**config.mk**
```make
export PLATFORM = sky130hd
export DESIGN_NAME = id_ex_pipe
export DESIGN_NICKNAME = d
export VERILOG_FILES = /design/src/rtl/pipe_pkg.sv /design/src/rtl/id_ex_payload_reg.sv /design/src/rtl/id_ex_pipe.sv
export SDC_FILE = /design/constraint.sdc
export NUM_CORES = 1
export LEC_CHECK = 0
export ABC_AREA = 0
export CAP_MARGIN = 15
export CORE_ASPECT_RATIO = 1.25
export CORE_MARGIN = 3
export CORE_UTILIZATION = 33
export DETAILED_ROUTE_END_ITERATION = 8
export GPL_ROUTABILITY_DRIVEN = 0
export SLEW_MARGIN = 15
export SYNTH_ARGS = -nofsm -noshare
export SYNTH_HDL_FRONTEND = slang
export SYNTH_SLANG_ARGS = --single-unit
```
**constraint.sdc**
```tcl
create_clock -name clkIDEX -period 12.65 [get_ports clkIDEX]
set_input_delay 3.1625 -clock clkIDEX [delete_from_list [all_inputs] [get_ports clkIDEX]]
set_output_delay 3.1625 -clock clkIDEX [all_outputs]
set_load 0.01 [all_outputs]
```
**src/rtl/pipe_pkg.sv**
```systemverilog
// Shared constants for the ID/EX pipeline register: default field widths and
// bit positions inside the packed EX control field.
package pipe_pkg;

  localparam int DATA_W_DEF  = 32;
  localparam int REG_W_DEF   = 5;
  localparam int WB_W_DEF    = 2;
  localparam int M_W_DEF     = 3;
  localparam int ALUOP_W_DEF = 3;

  // EX field layout: [0]=RegDst, [ALUOP_W:1]=ALUOp, [ALUOP_W+1]=ALUSrc
  localparam int EX_REGDST_BIT  = 0;
  localparam int EX_ALUOP_LSB   = 1;
  localparam int EX_ALUSRC_OFS  = 1;

endpackage

```
**src/rtl/id_ex_payload_reg.sv**
```systemverilog
// One ID/EX bundle register: loads on enable, zeroes control bits on flush
// while leaving the data bits untouched.
module id_ex_payload_reg #(
  parameter int CTRL_W = 10,
  parameter int DAT_W  = 138
) (
  input  logic              clk,
  input  logic              rst,
  input  logic              i_load,
  input  logic              i_clear,
  input  logic [CTRL_W-1:0] i_ctrl,
  input  logic [DAT_W-1:0]  i_data,
  output logic [CTRL_W-1:0] o_ctrl,
  output logic [DAT_W-1:0]  o_data
);

  logic [CTRL_W-1:0] r_ctrl;
  logic [DAT_W-1:0]  r_data;

  always_ff @(posedge clk or posedge rst) begin
    if (rst) begin
      r_ctrl <= '0;
      r_data <= '0;
    end else if (i_clear) begin
      r_ctrl <= '0;
    end else if (i_load) begin
      r_ctrl <= i_ctrl;
      r_data <= i_data;
    end
  end

  assign o_ctrl = r_ctrl;
  assign o_data = r_data;

endmodule

```
**src/rtl/id_ex_pipe.sv**
```systemverilog
// ID/EX pipeline register built as a two-entry skid buffer (main + skid).
// Outputs come only from the main entry, so every output is registered.
module id_ex_pipe
  import pipe_pkg::*;
#(
  parameter int DATA_W  = DATA_W_DEF,
  parameter int REG_W   = REG_W_DEF,
  parameter int WB_W    = WB_W_DEF,
  parameter int M_W     = M_W_DEF,
  parameter int ALUOP_W = ALUOP_W_DEF
) (
  input  logic               clkIDEX,
  input  logic               rstIDEX,
  input  logic               inValid,
  output logic               inReady,
  input  logic [WB_W-1:0]    inWB,
  input  logic [M_W-1:0]     inM,
  input  logic [ALUOP_W+1:0] inEX,
  input  logic [DATA_W-1:0]  inPC4,
  input  logic [DATA_W-1:0]  inBR1,
  input  logic [DATA_W-1:0]  inBR2,
  input  logic [DATA_W-1:0]  inSE,
  input  logic [REG_W-1:0]   inRt,
  input  logic [REG_W-1:0]   inRd,
  input  logic               flush,
  output logic               outValid,
  input  logic               outReady,
  output logic [WB_W-1:0]    outWB,
  output logic [M_W-1:0]     outM,
  output logic               outRegDst,
  output logic [ALUOP_W-1:0] outALUOp,
  output logic               outALUSrc,
  output logic [DATA_W-1:0]  outPC4,
  output logic [DATA_W-1:0]  outBR1,
  output logic [DATA_W-1:0]  outBR2,
  output logic [DATA_W-1:0]  outSE,
  output logic [REG_W-1:0]   outRt,
  output logic [REG_W-1:0]   outRd,
  output logic [1:0]         dbgState
);

  // Handshake: a bundle moves in on a cycle with inValid && inReady and moves
  // out on a cycle with outValid && outReady; flush overrides both directions.

  localparam int EX_W   = ALUOP_W + 2;
  localparam int CTRL_W = WB_W + M_W + EX_W;
  localparam int DAT_W  = 4 * DATA_W + 2 * REG_W;

  localparam logic [1:0] ST_EMPTY = 2'd0;
  localparam logic [1:0] ST_ONE   = 2'd1;
  localparam logic [1:0] ST_TWO   = 2'd2;

  typedef enum logic [1:0] {
    S_EMPTY = ST_EMPTY,
    S_ONE   = ST_ONE,
    S_TWO   = ST_TWO
  } state_t;

  state_t r_state;
  state_t w_next;
  logic   r_in_ready;
  logic   r_out_valid;

  logic w_in_xfer;
  logic w_out_xfer;
  logic w_load_main;
  logic w_load_skid;
  logic w_main_from_skid;

  logic [CTRL_W-1:0] w_in_ctrl;
  logic [DAT_W-1:0]  w_in_data;
  logic [CTRL_W-1:0] w_skid_ctrl;
  logic [DAT_W-1:0]  w_skid_data;
  logic [CTRL_W-1:0] w_main_ctrl_d;
  logic [DAT_W-1:0]  w_main_data_d;
  logic [CTRL_W-1:0] w_main_ctrl;
  logic [DAT_W-1:0]  w_main_data;
  logic [EX_W-1:0]   w_ex;

  assign w_in_xfer  = inValid && r_in_ready;
  assign w_out_xfer = r_out_valid && outReady;

  always_comb begin
    w_next           = r_state;
    w_load_main      = 1'b0;
    w_load_skid      = 1'b0;
    w_main_from_skid = 1'b0;
    case (r_state)
      S_EMPTY: begin
        if (w_in_xfer) begin
          w_next      = S_ONE;
          w_load_main = 1'b1;
        end
      end
      S_ONE: begin
        case ({w_in_xfer, w_out_xfer})
          2'b10: begin
            w_next      = S_TWO;
            w_load_skid = 1'b1;
          end
          2'b01: w_next = S_EMPTY;
          2'b11: w_load_main = 1'b1;
          default: w_next = S_ONE;
        endcase
      end
      S_TWO: begin
        if (w_out_xfer) begin
          w_next           = S_ONE;
          w_load_main      = 1'b1;
          w_main_from_skid = 1'b1;
        end
      end
      default: w_next = S_EMPTY;
    endcase
    // A squash discards the incoming bundle too, so no entry may load.
    if (flush) begin
      w_next           = S_EMPTY;
      w_load_main      = 1'b0;
      w_load_skid      = 1'b0;
      w_main_from_skid = 1'b0;
    end
  end

  always_ff @(posedge clkIDEX or posedge rstIDEX) begin
    if (rstIDEX) begin
      r_state     <= S_EMPTY;
      r_in_ready  <= 1'b1;
      r_out_valid <= 1'b0;
    end else begin
      r_state     <= w_next;
      r_in_ready  <= (w_next != S_TWO);
      r_out_valid <= (w_next != S_EMPTY);
    end
  end

  assign w_in_ctrl     = {inWB, inM, inEX};
  assign w_in_data     = {inPC4, inBR1, inBR2, inSE, inRt, inRd};
  assign w_main_ctrl_d = w_main_from_skid ? w_skid_ctrl : w_in_ctrl;
  assign w_main_data_d = w_main_from_skid ? w_skid_data : w_in_data;

  id_ex_payload_reg #(.CTRL_W(CTRL_W), .DAT_W(DAT_W)) u_main (
    .clk     (clkIDEX),
    .rst     (rstIDEX),
    .i_load  (w_load_main),
    .i_clear (flush),
    .i_ctrl  (w_main_ctrl_d),
    .i_data  (w_main_data_d),
    .o_ctrl  (w_main_ctrl),
    .o_data  (w_main_data)
  );

  id_ex_payload_reg #(.CTRL_W(CTRL_W), .DAT_W(DAT_W)) u_skid (
    .clk     (clkIDEX),
    .rst     (rstIDEX),
    .i_load  (w_load_skid),
    .i_clear (flush),
    .i_ctrl  (w_in_ctrl),
    .i_data  (w_in_data),
    .o_ctrl  (w_skid_ctrl),
    .o_data  (w_skid_data)
  );

  assign {outWB, outM, w_ex} = w_main_ctrl;
  assign {outPC4, outBR1, outBR2, outSE, outRt, outRd} = w_main_data;

  assign outRegDst = w_ex[EX_REGDST_BIT];
  assign outALUOp  = w_ex[EX_ALUOP_LSB +: ALUOP_W];
  assign outALUSrc = w_ex[ALUOP_W + EX_ALUSRC_OFS];

  assign inReady  = r_in_ready;
  assign outValid = r_out_valid;
  assign dbgState = r_state;

endmodule

```
==> impl_metrics.csv, run 1 <==
group,metric,value,unit
sta,grt_setup_unrepaired,"no",
clock_network,hold_buffers,0,
floorplanning,pin_count,305,
power_and_ir_drop,p_comb_share,24.7,%
logic_synthesis,syn-num-nets,1174,
power_and_ir_drop,internal_power,2300,uW
worst_setup_path,crit_slowest_cell,"buf_4",
logic_synthesis,synth_area,12800,sq um
placed_design,port_buffers,304,
sta,finalHoldViolCount,0,
global_route,grt_pass1_vias,9220,
worst_setup_path,crit_path_frequent_cell,"buf_4",
global_route,grt_pass1_wl,54700,um
sta,timing.slew.headroom,27.0,%
routing,drc,0,
placed_design,dp_hpwl,22100,um
global_route,overflow,0,
global_route,antenna_found_initial,2,
worst_setup_path,cp.arrival,6.14,ns
logic_synthesis,ys_ff_latch,300,
floorplanning,die_w,182,um
clock_network,postCtsSetupBuffers,0,
logic_synthesis,synth_edf_count,0,
floorplanning,rows,80,
routing,vias,9036,
routing,viasPerCell,5.00,
global_route,grt_max_degree,188,
sta,setup_viol,0,
worst_setup_path,critPathMaxFanout,71,
routing,antenna_left,0,
worst_setup_path,crit_type,"in2reg",
logic_synthesis,netlist-cell-type-count,31,
clock_network,tritoncts,"yes",
sta,holdWs,0.504,ns
power_and_ir_drop,p_sw,877,uW
sta,min_period,5.74,ns
power_and_ir_drop,seqPwrFrac,44.9,%
floorplanning,fp.dieArea,41300,sq um
routing,dr.pass1.iters,4,
worst_setup_path,critPathLaunchType,"input pin",
clock_network,path_clk_slew,0.05,ns
floorplanning,start_util,33.6,%
sta,max_clock_freq,0.174,GHz
worst_setup_path,critPathRequiredTime,13.05,ns
logic_synthesis,synth.avg_cell_area,12.6,sq um
hold_path,hold_class,"reg2reg",
power_and_ir_drop,ir_worst_vdd,0.137,mV
logic_synthesis,ys.flop_type,"dfrtp_1",
clock_network,clock_sinks,300,
floorplanning,coreArea,38200,sq um
sta,tightest_slew,1.10,ns
layout,drive_gt1_share,16.0,%
clock_network,cts.path.max_buffers,3,
sta,fin_tns_setup,0,ns
clock_network,cts_buffers,34,
sta,finClkSkew,0.0100,ns
logic_synthesis,yosysWarnings,0,
clock_network,cts-root-buf,"clkbuf_16",
run,cap_viol_max_count,0,
global_route,grt_usage,16.6,%
clock_network,insertion_delay,0.52,ns
floorplanning,die_y,226,um
routing,post_drt_wl_per_cell,19.5,um
clock_network,htree_levels,2,
power_and_ir_drop,p_per_area,184,nW/um^2
worst_setup_path,max_stage_delay,0.87,ns
logic_synthesis,ys_seq_area_share,58.5,%
routing,drtIter0Drc,423,
clock_network,cts_resized,0,
worst_setup_path,worstSetupEndpointType,"register",
power_and_ir_drop,swShare,27.6,%
run_status,outcome,"finished, final reports clean",
routing,wirelength,35200,um
layout,area_growth,34.4,%
power_and_ir_drop,pwr-share-clk,30.5,%
sta,fin_crit_sh,45.4,%
logic_synthesis,async_reset_ff_share,100,%
layout,nets,1442,
power_and_ir_drop,p_leak,0.00796,uW
logic_synthesis,synthCells,1021,
sta,drv_slew,0,
worst_setup_path,crit_chain,"buf_4, buf_4, nand2b_4, buf_4, nand2_1, a221oi_1",
kinds of logic (layout without fill, tap and decap cells):
kind of cell,after synthesis,after routing,synth area share (%)
AOI/OAI and AO/OA,304,304,12.4
buffers and inverters,96,388,4.01
DFF,300,300,58.5
muxes,286,286,23.7
other,0,2,0
and+or+nand+nor,35,35,1.38
critical path: cells and delay by family:
| family | cells | cell delay [ns] |
|---|---|---|
| compound gates | 1 | 0.30 |
| buf+inv | 3 | 1.61 |
| simple gates | 2 | 0.87 |
state kept, by name, indices dropped and copies added (netlist names):
name           count
inReady            1
u_skid.o_ctrl     10
outValid           1
dbgState           2
u_skid.o_data    138
u_main.o_ctrl     10
u_main.o_data    138
cell usage in the layout (no fill, tap or decap), drive strengths merged, types with 6 or more instances in the layout:
master / instances
mux2i: 148
dfrtp: 299
buf: 12
a221oi: 10
inv: 14
clkbuf: 51
clkinv: 6
mux2: 138
clkdlybuf4s50: 303
nor2: 11
nand2: 13
a21oi: 13
o21ai: 278
cell usage after synthesis (all sizes together) (2+ instances only):
| master | number | area share [%] |
|---|---|---|
| dfrtp | 299 | 58 |
| o21ai | 278 | 11 |
| mux2i | 148 | 12 |
| mux2 | 138 | 12 |
| buf | 65 | 3.1 |
| clkbuf | 18 | 0.54 |
| a21oi | 13 | 0.51 |
| inv | 13 | 0.38 |
| nand2 | 13 | 0.38 |
| nor2 | 11 | 0.32 |
| a221oi | 10 | 0.78 |
| nand2b | 2 | 0.098 |
through the flow:
step / total power [uW] / utilization [%] / instance area, sq um / worst slack (ns) / instances
finish: 3180 / 45.1 / 17200 / 6.91 / 1807
global route: 3360 / 45.1 / 17200 / 6.72 / 1807
CTS: 3230 / 45.1 / 17200 / 6.93 / 1805
detailed placement: 2240 / 42.2 / 16100 / 6.36 / 1745
global placement: 2210 / 42.2 / 16100 / 6.39 / 1745
floorplan: 1810 / - / 12800 / 1.20 / 1021
routing by layer:
metal	part of all wire, %	routed length [um]	global-route usage, %	up-vias
li1	-	-	-	4199
met1	40	14100	20.4	4552
met2	51	18000	28.7	230
met3	6.2	2200	4.46	55
met4	2.6	907	4.97	0
met5	0	0	0	-
area by class of cell:
type / instances / area (sq um)
diodes: 2 / 5.00
clock buffers: 51 / 1010
clock inverters: 9 / 98.8
fillers: 3549 / 21000
inverters: 13 / 56.3
multi-input cells: 625 / 4820
flip-flops and latches: 300 / 7510
well taps: 492 / 616
repair buffers: 315 / 3140
path summary, 6_finish.rpt:
path                                               start                              to  slack, ns  cells after the start
hold / removal             u_skid.o_data[75]$_DFFE_PP0P_   u_skid.o_data[75]$_DFFE_PP0P_       0.50                      1
hold reg to reg            u_skid.o_data[75]$_DFFE_PP0P_   u_skid.o_data[75]$_DFFE_PP0P_       0.50                      1
setup / recovery                                   flush    u_main.o_ctrl[1]$_DFFE_PP0P_       6.91                      6
setup reg to reg                       inReady$_DFF_PP1_  u_skid.o_data[130]$_DFFE_PP0P_       9.57                      6
max in group asynchronous                        rstIDEX              outValid$_DFF_PP0_       7.87                      3
min in group asynchronous                        rstIDEX   u_main.o_data[38]$_DFFE_PP0P_       3.17                      2
power groups by stage:
stage	logic, uW	clock network (uW)	registers, uW
final	784	968	1430
after global routing	855	1040	1470
after CTS	798	1000	1430
after detailed placement	795	0	1440
after global placement	781	0	1430
after floorplan	343	0	1470
(Power assumes the default switching activity.)
==> run 2, diff against run 1 <==
clock period = 4.6 ns   (was 12.65 ns; I/O delays follow)
==> run 2 against run 1 <==
- worst hold slack lost 0.00085 ns
- sequential share of layout area shrank 0.21 points
- utilization grew 0.22 points
- final cell count grew 0.66%
- critical path depth is the same
- clock power grew to 2.6 times the previous value
- final area grew 0.49%
- count of clock-buffer cells in the layout shrank 3
- global-route usage grew 0.17 points
- critical path type unchanged
==> impl_metrics.csv, run 2 (synthesis results as in run 1) <==
group,metric,value,unit
worst_setup_path,endpoint,"u_main.o_data[28]$_DFFE_PP0P_",
floorplanning,coreArea,38200,sq um
routing,dr.pass1.iters,6,
layout,nets,1454,
sta,drv_slew,0,
sta,timing.slew.headroom,36.3,%
floorplanning,start_util,33.6,%
layout,fill_cells,3514,
hold_path,hold_class,"reg2reg",
routing,antenna_left,0,
routing,viasPerCell,5.07,
placed_design,dp_hpwl,22700,um
worst_setup_path,reg2reg_to,"u_skid.o_data[29]$_DFFE_PP0P_",
sta,finalHoldViolCount,0,
placed_design,port_buffers,304,
sta,max_clock_freq,0.335,GHz
global_route,grt_usage,16.8,%
routing,wirelength,35700,um
layout,final_common_cell,"clkdlybuf4s50_1",
global_route,grt_max_degree,159,
sta,fin_crit_sh,64.8,%
sta,tightest_slew,0.956,ns
run_status,outcome,"finished, final reports clean",
clock_network,hold_buffers,0,
global_route,top_usage_layer,"met2",
layout,area_growth,35.1,%
clock_network,clock_sinks,300,
worst_setup_path,critPathMaxFanout,44,
worst_setup_path,worstRegToRegCells,6,
worst_setup_path,crit_slowest_cell,"nand2b_4",
clock_network,path_clk_slew,0.06,ns
worst_setup_path,worstSetupEndpointType,"register",
floorplanning,die_w,182,um
global_route,antenna_found_initial,2,
floorplanning,pin_count,305,
worst_setup_path,worstReg2RegStart,"dbgState[1]$_DFF_PP0_",
worst_setup_path,critPathRequiredTime,4.97,ns
floorplanning,rows,80,
global_route,overflow,0,
sta,setup_viol,0,
worst_setup_path,crit_chain,"clkdlybuf4s50_1, and4b_1, nand2b_4, buf_4, mux2i_1, o21ai_0",
layout,drive_gt1_share,16.6,%
sta,grt_setup_unrepaired,"no",
sta,finClkSkew,0.0101,ns
clock_network,cts_resized,0,
worst_setup_path,crit_type,"in2reg",
sta,fin_tns_setup,0,ns
sta,min_period,2.98,ns
global_route,grt_pass1_wl,55400,um
power_and_ir_drop,p_per_area,496,nW/um^2
global_route,gr-usage-met1,21.2,%
floorplanning,die_y,226,um
routing,post_drt_wl_per_cell,19.6,um
worst_setup_path,critPathLaunchType,"input pin",
clock_network,htree_levels,2,
layout,final_area,17300,sq um
power_and_ir_drop,p_leak,0.00801,uW
clock_network,cts.path.max_buffers,3,
clock_network,tritoncts,"yes",
routing,drtIter0Drc,527,
worst_setup_path,max_stage_delay,0.61,ns
layout,mostFrequentLayoutCells,"clkdlybuf4s50_1 (303), dfrtp_1 (299), o21ai_0 (225)",
clock_network,insertion_delay,0.51,ns
routing,vias,9221,
run,cap_viol_max_count,0,
routing,drc,0,
placed_design,dpl_cell_area,16300,sq um
worst_setup_path,r2r_slack,2.28,ns
clock_network,postCtsSetupBuffers,0,
worst_setup_path,crit_start,"outReady",
power_and_ir_drop,ir_worst_vdd,0.335,mV
clock_network,cts_buffers,34,
global_route,grt_use_met3,4.46,%
floorplanning,fp.dieArea,41300,sq um
layout,seqCellArea,7510,sq um
global_route,grt_pass1_vias,9428,
clock_network,cts-root-buf,"clkbuf_16",
layout,multiInputGateArea,4820,sq um
worst_setup_path,cp.arrival,3.35,ns
global_route,grtUsageMet2,28.0,%
## run 2: cell type report
class,count,share of cell area (%)
Antenna cell,2,0.0289
Inverter,13,0.303
Sequential cell,300,43.3
Clock buffer,48,5.45
Clock inverter,12,0.412
Multi-Input combinational cell,625,27.8
Timing Repair Buffer,327,19.1
Tap cell,492,3.55
## run 2: worst max-delay path, delay by kind of cell
family / cells / cell delay [ns]
buf+inv: 2 / 0.93
mux: 1 / 0.23
compound gates: 1 / 0.09
simple gates: 2 / 0.91
## run 2: report_power, final
part	switching, uW	leakage, uW	internal (uW)	total, uW
sequential	418	0.00371	3490	3910
combinational	906	0.00380	1270	2180
clock	1070	0.000507	1440	2510
## run 2: per-layer routing
layer / up-vias / routed length [um]
li1: 4233 / -
met1: 4698 / 14700
met2: 237 / 17700
met3: 53 / 2250
met4: 0 / 1000
met5: - / 0
## run 2: through the flow
stage / total power, uW / util (%) / hold WS, ns / worst slack [ns] / cells
after floorplan: 4980 / - / 0.480 / -0.536 / 1021
after global placement: 6090 / 42.7 / 0.488 / 1.13 / 1757
after detailed placement: 6160 / 42.7 / 0.494 / 1.09 / 1757
after CTS: 8730 / 45.3 / 0.506 / 1.63 / 1817
after global routing: 9100 / 45.3 / 0.510 / 1.46 / 1819
final: 8590 / 45.3 / 0.503 / 1.62 / 1819
## run 2: how the worst min path moves through the flow
stage | slack (ns) | cells after the start | to | start
finish | 0.50 | 2 | u_main.o_data[8]$_DFFE_PP0P_ | u_main.o_data[8]$_DFFE_PP0P_
global route | 0.51 | 1 | u_skid.o_data[117]$_DFFE_PP0P_ | u_skid.o_data[117]$_DFFE_PP0P_
CTS | 0.51 | 1 | u_skid.o_data[4]$_DFFE_PP0P_ | u_skid.o_data[4]$_DFFE_PP0P_
detailed placement | 0.49 | 1 | u_skid.o_data[98]$_DFFE_PP0P_ | u_skid.o_data[98]$_DFFE_PP0P_
global placement | 0.49 | 1 | u_skid.o_data[89]$_DFFE_PP0P_ | u_skid.o_data[89]$_DFFE_PP0P_
floorplan | 0.48 | 1 | u_skid.o_data[0]$_DFFE_PP0P_ | u_skid.o_data[0]$_DFFE_PP0P_
